$ cat config.mk
export PLATFORM = sky130hd
export DESIGN_NAME = pwm_fsm_gen
export DESIGN_NICKNAME = d
export VERILOG_FILES = /design/src/rtl/pwm_fsm_gen.sv
export SDC_FILE = /design/constraint.sdc
export NUM_CORES = 1
export LEC_CHECK = 0
export CAP_MARGIN = 20
export CORE_MARGIN = 10
export CORE_UTILIZATION = 25
export CTS_CLUSTER_SIZE = 25
export DETAILED_ROUTE_END_ITERATION = 10
export SLEW_MARGIN = 20
export SYNTH_ARGS = -nofsm -noshare
export SYNTH_HDL_FRONTEND = slang
export SYNTH_SLANG_ARGS = --single-unit
$ cat constraint.sdc
create_clock -name i_clk -period 6 [get_ports i_clk]
set_input_delay 0.9 -clock i_clk [delete_from_list [all_inputs] [get_ports i_clk]]
set_output_delay 0.9 -clock i_clk [all_outputs]
set_load 0.005 [all_outputs]
$ cat src/rtl/pwm_fsm_gen.sv
// PWM generator paced by ticks derived from an upstream divided-clock level.
// A tick is the 0->1 transition of i_gen_clk seen in the i_clk domain.
// Each PWM cycle lasts act_per ticks. The output is high for the first
// act_duty ticks of the cycle. New duty and period values are staged first
// and move into the active registers only when a cycle starts.
module pwm_fsm_gen #(
  parameter int WIDTH = 8
) (
  input  logic             i_clk,
  input  logic             i_rst,
  input  logic             i_gen_clk,
  input  logic             i_en,
  input  logic             i_load,
  input  logic [WIDTH-1:0] i_duty,
  input  logic [WIDTH-1:0] i_period,
  output logic             o_pwm,
  output logic             o_cycle_done,
  output logic             o_busy
);

  typedef enum logic [1:0] {
    IDLE = 2'd0,
    HIGH = 2'd1,
    LOW  = 2'd2
  } state_t;

  localparam logic [WIDTH-1:0] ONE  = {{(WIDTH-1){1'b0}}, 1'b1};
  localparam logic [WIDTH-1:0] ZERO = '0;

  state_t           r_state;
  logic             r_gen_d;
  logic [WIDTH-1:0] r_stg_duty;
  logic [WIDTH-1:0] r_stg_per;
  logic [WIDTH-1:0] r_act_duty;
  logic [WIDTH-1:0] r_act_per;
  logic [WIDTH-1:0] r_cnt;

  logic             w_tick;
  logic             w_start_ok;
  logic             w_last;
  logic [WIDTH-1:0] w_cnt_inc;

  // i_gen_clk is only sampled as data; a tick is its rising level change.
  assign w_tick     = i_gen_clk & ~r_gen_d;
  // A cycle may begin only while enabled and with a non-zero staged period.
  assign w_start_ok = i_en && (r_stg_per != ZERO);
  // act_per is never zero while running, so act_per-1 cannot underflow here.
  assign w_last     = (r_cnt == (r_act_per - ONE));
  // cnt stays at or below act_per-1 <= 2^WIDTH-2, so cnt+1 never wraps.
  assign w_cnt_inc  = r_cnt + ONE;

  // Edge-detect history and staging registers written by the load strobe.
  // NOTE: sequential state uses non-blocking assignments so every register
  // samples pre-edge values; this is what lets a cycle start pick up the old
  // staging values while a coincident load writes the new ones.
  always_ff @(posedge i_clk or posedge i_rst) begin
    if (i_rst) begin
      r_gen_d    <= 1'b0;
      r_stg_duty <= '0;
      r_stg_per  <= '0;
    end else begin
      r_gen_d <= i_gen_clk;
      if (i_load) begin
        r_stg_duty <= i_duty;
        r_stg_per  <= i_period;
      end
    end
  end

  // PWM state machine with its tick counter, active registers and registered outputs.
  always_ff @(posedge i_clk or posedge i_rst) begin
    if (i_rst) begin
      r_state      <= IDLE;
      r_cnt        <= '0;
      r_act_duty   <= '0;
      r_act_per    <= '0;
      o_pwm        <= 1'b0;
      o_cycle_done <= 1'b0;
      o_busy       <= 1'b0;
    end else begin
      // Outputs follow the state register one clock later.
      o_pwm        <= (r_state == HIGH);
      o_busy       <= (r_state != IDLE);
      o_cycle_done <= 1'b0;
      if (w_tick) begin
        case (r_state)
          IDLE: begin
            if (w_start_ok) begin
              r_act_duty <= r_stg_duty;
              r_act_per  <= r_stg_per;
              r_cnt      <= '0;
              r_state    <= (r_stg_duty != ZERO) ? HIGH : LOW;
            end
          end
          HIGH, LOW: begin
            if (w_last) begin
              // Cycle boundary: restart on this same tick, or retire to IDLE.
              o_cycle_done <= 1'b1;
              r_cnt        <= '0;
              if (w_start_ok) begin
                r_act_duty <= r_stg_duty;
                r_act_per  <= r_stg_per;
                r_state    <= (r_stg_duty != ZERO) ? HIGH : LOW;
              end else begin
                r_state <= IDLE;
              end
            end else begin
              r_cnt <= w_cnt_inc;
              // duty >= period never matches here, so the output stays high.
              if ((r_state == HIGH) && (w_cnt_inc == r_act_duty)) begin
                r_state <= LOW;
              end
            end
          end
          default: r_state <= IDLE;
        endcase
      end
    end
  end

endmodule

==> summary.txt <==
CTS
  • Hold_buf cts: 0
  • Num CTS Buffers: 5
  • Clk buf depth: 2
  • Clk slew on worst S/H paths: 90 ps
  • CTS tree: done
  • Clock sinks: 46
  • Setup Fix Bufs, Post-CTS: 0
  • Clk_lat worst skew: 310 ps
  • Resized Gates After CTS: 0
  • Clock root buffer: clkbuf_8
  • H-tree Lvls: 2

Setup path
  • CP peak stage delay: 810 ps
  • Arr. time, crit path: 3000 ps
  • Slowest cell on the critical path: o21ai_2
  • Worst-path cell chain: inv_1, ha_1, nand2b_1, a21o_1, a31oi_2, nor4_4, o21ai_2, mux2_2
  • Reg2Reg Setup Slack: 3200 ps
  • CP Launch Type: flop
  • Critical path class: flop to flop
  • Crit-path max FO: 16
  • CP endpoint kind: flop
  • WP data required: 6200 ps

Routing
  • Pre-antenna DRT Iters: 4
  • DRC: 0
  • Via count: 1669
  • WL per Instance: 14.0 µm
  • Post-route antenna net violation count: 0
  • Final wirelength: 5170 µm
  • Initial drt markers: 61
  • Via density: 4.52

Logic synthesis
  • Netlist cell types: 50
  • Synth top area share: 46.0%
  • Post-synth EDFFs: 0
  • Ranking of synthesized cells by area: dfrtp_1 (46%), mux2_2 (10%), mux2_4 (6.0%)
  • Async SR Flop Fraction: 100%
  • Cell area after synthesis: 2500 µm²
  • Seq cells post-synth: 46
  • Register area share after synthesis: 46.0%
  • Cell taking the most area after synthesis: dfrtp_1
  • Synth Net Count: 239
  • Mean Syn Cell Area: 11.7 µm²
  • Synthesis Warnings: 0
  • Syn Inst Count: 213
  • Synth Flop Type: dfrtp_1

Floorplanning
  • Die ar.: 14400 µm²
  • Die width: 120 µm
  • Die Y: 120 µm
  • Starting Density: 25.6%
  • Io pins: 24
  • Rows: 36
  • Core area: 9770 µm²

Global route
  • First-pass GRT wire length: 8910 µm
  • Largest net degree at the start of global routing: 47
  • Gr usage total: 7.66%
  • Gr ovfl total: 0
  • Initial antenna violation count: 0
  • Vias in the first global route: 1750

Hold path
  • Hold Crit Class: flop to flop

Place
  • Hpwl dp: 3810 µm
  • Placed Instances: 361
  • Setup WS pre-CTS: 3200 ps
  • Placer congestion estimate: 0.790
  • I/O Buffers: 23
  • Post-DP Area: 2850 µm²

Run status
  • Status: completed

STA
  • Final worst clock skew: 9.92 ps
  • Setup TNS: 0 ps
  • Final period utilization: 46.7%
  • Final setup viols: 0
  • Final Hold Vio Count: 0
  • Final WS setup: 3200 ps
  • Min Tclk post-route: 2800 ps
  • Relative slew slack: 29.5%
  • Worst hold slack: 531 ps
  • Fin. max-slew vios: 0
  • Fmax: 357 MHz
  • Worst-Margin Slew: 1060 ps
  • RSZ-0062 raised after global routing: false

Finish
  • Syn-to-layout area delta: 18.3%
  • Layout fillers: 1023
  • Multi-input gate area: 1260 µm²
  • Final Instance Area: 2960 µm²
  • ANT cells: 0
  • Fin util: 30.3%
  • Fraction of layout cells with a size suffix above 1: 22.0%
  • Post-route insts no fill: 369
  • Nets: 261
  • Storage cell area: 1150 µm²

Power and ir drop
  • Clk network pwr share: 19.9%
  • Leakage: 1.25 nW
  • P_sw: 0.436 mW
  • Flop pwr share: 40.6%
  • Total power draw: 1.20 mW
  • Switching part of the total power: 36.2%
  • Worst vdd ir: 0.134 mV
  • Combinational share of power: 39.4%
  • Int Power: 0.767 mW
  • Total power per unit cell area: 407 nW/µm²

Job
  • Max-cap violation count: 0
Yosys cell counts (2+ instances only):
master and n:
dfrtp_1 46, mux2_2 23, nor2_1 16, inv_1 11, mux2_4 10, xnor2_1 9, nand2_1 7, o21ai_0 7
xor2_1 7, a22o_1 5, ha_1 5, nor3_1 5, buf_2 4, nand3_1 4, or4_1 4, nand2b_1 3
nand4_1 3, nor2b_1 3, o21ai_1 3, a21o_1 2, a31oi_2 2, buf_6 2, nor4_1 2, o211ai_1 2
or2_2 2, or3_1 2
worst max-delay path, delay by kind of cell (launching register included):
kind | cells | cell delay (ps)
muxes | 1 | 420
and+or+nand+nor | 2 | 220
AOI/OAI and AO/OA | 3 | 1340
adders and majority gates | 1 | 220
buffers and inverters | 1 | 60
DFF | 1 | 420
power groups by stage:
stage	logic, mW	clock network (mW)	registers, mW
2_1_floorplan	0.402	0	0.458
3_3_place_gp	0.470	0	0.493
3_5_place_dp	0.477	0	0.498
4_1_cts	0.480	0.247	0.492
5_1_grt	0.528	0.256	0.505
6_report	0.475	0.239	0.489
worst paths after layout:
check,start,end,cells past startpoint
setup / recovery,r_act_per[0],r_act_per[3],8
hold / removal,r_stg_per[2],r_act_per[2],1
setup reg to reg,r_act_per[0],r_act_per[3],8
hold reg to reg,r_stg_per[2],r_act_per[2],1
max in group asynchronous,i_rst,o_cycle_done,2
min in group asynchronous,i_rst,r_act_duty[2],2
final cells by class:
cell class	instances	area share, %
clock buffers	6	2.45
clock inverters	2	1.27
inverters	11	1.44
multi-input cells	148	42.5
flip-flops and latches	46	38.9
well taps	133	5.63
repair buffers	23	7.78
cells by family (layout without fill, tap and decap cells):
family / Yosys count / after routing / synth area share, %
simple gates: 60 / 60 / 14.2
fa+ha+maj: 5 / 5 / 2.50
xor+xnor: 17 / 17 / 6.51
mux: 34 / 34 / 16.8
flops: 46 / 46 / 46.0
buf+inv: 19 / 42 / 3.65
compound gates: 32 / 32 / 10.4
placed cells by master, fill, tap and decap left out, drive strengths merged, types with 2 or more instances in the layout:
master         count
a21o               2
dfrtp             46
nand2              7
xor2               7
nor2              17
or3                2
a31oi              3
ha                 5
xnor2              9
clkdlybuf4s50     23
nor4               3
mux2              33
nor3               6
or4                4
clkbuf             6
nand4              3
o211ai             2
nand3              4
or2                2
o21ai             11
a22o               5
nand2b             3
inv               10
nor2b              3
sequential cells by signal, summed over array words and instances (netlist names):
name          flops
o_busy            1
o_cycle_done      1
o_pwm             1
r_act_duty        8
r_act_per         8
r_cnt             8
r_gen_d           1
r_state           2
r_stg_duty        8
r_stg_per         8
layer usage:
| metal | wire length (µm) | global-route usage [%] |
|---|---|---|
| met1 | 2530 | 10.1 |
| met2 | 2360 | 11.5 |
| met3 | 218 | 1.97 |
| met4 | 69 | 3.47 |
| met5 | 0 | 0 |
Power figures use the tool's default switching activity.
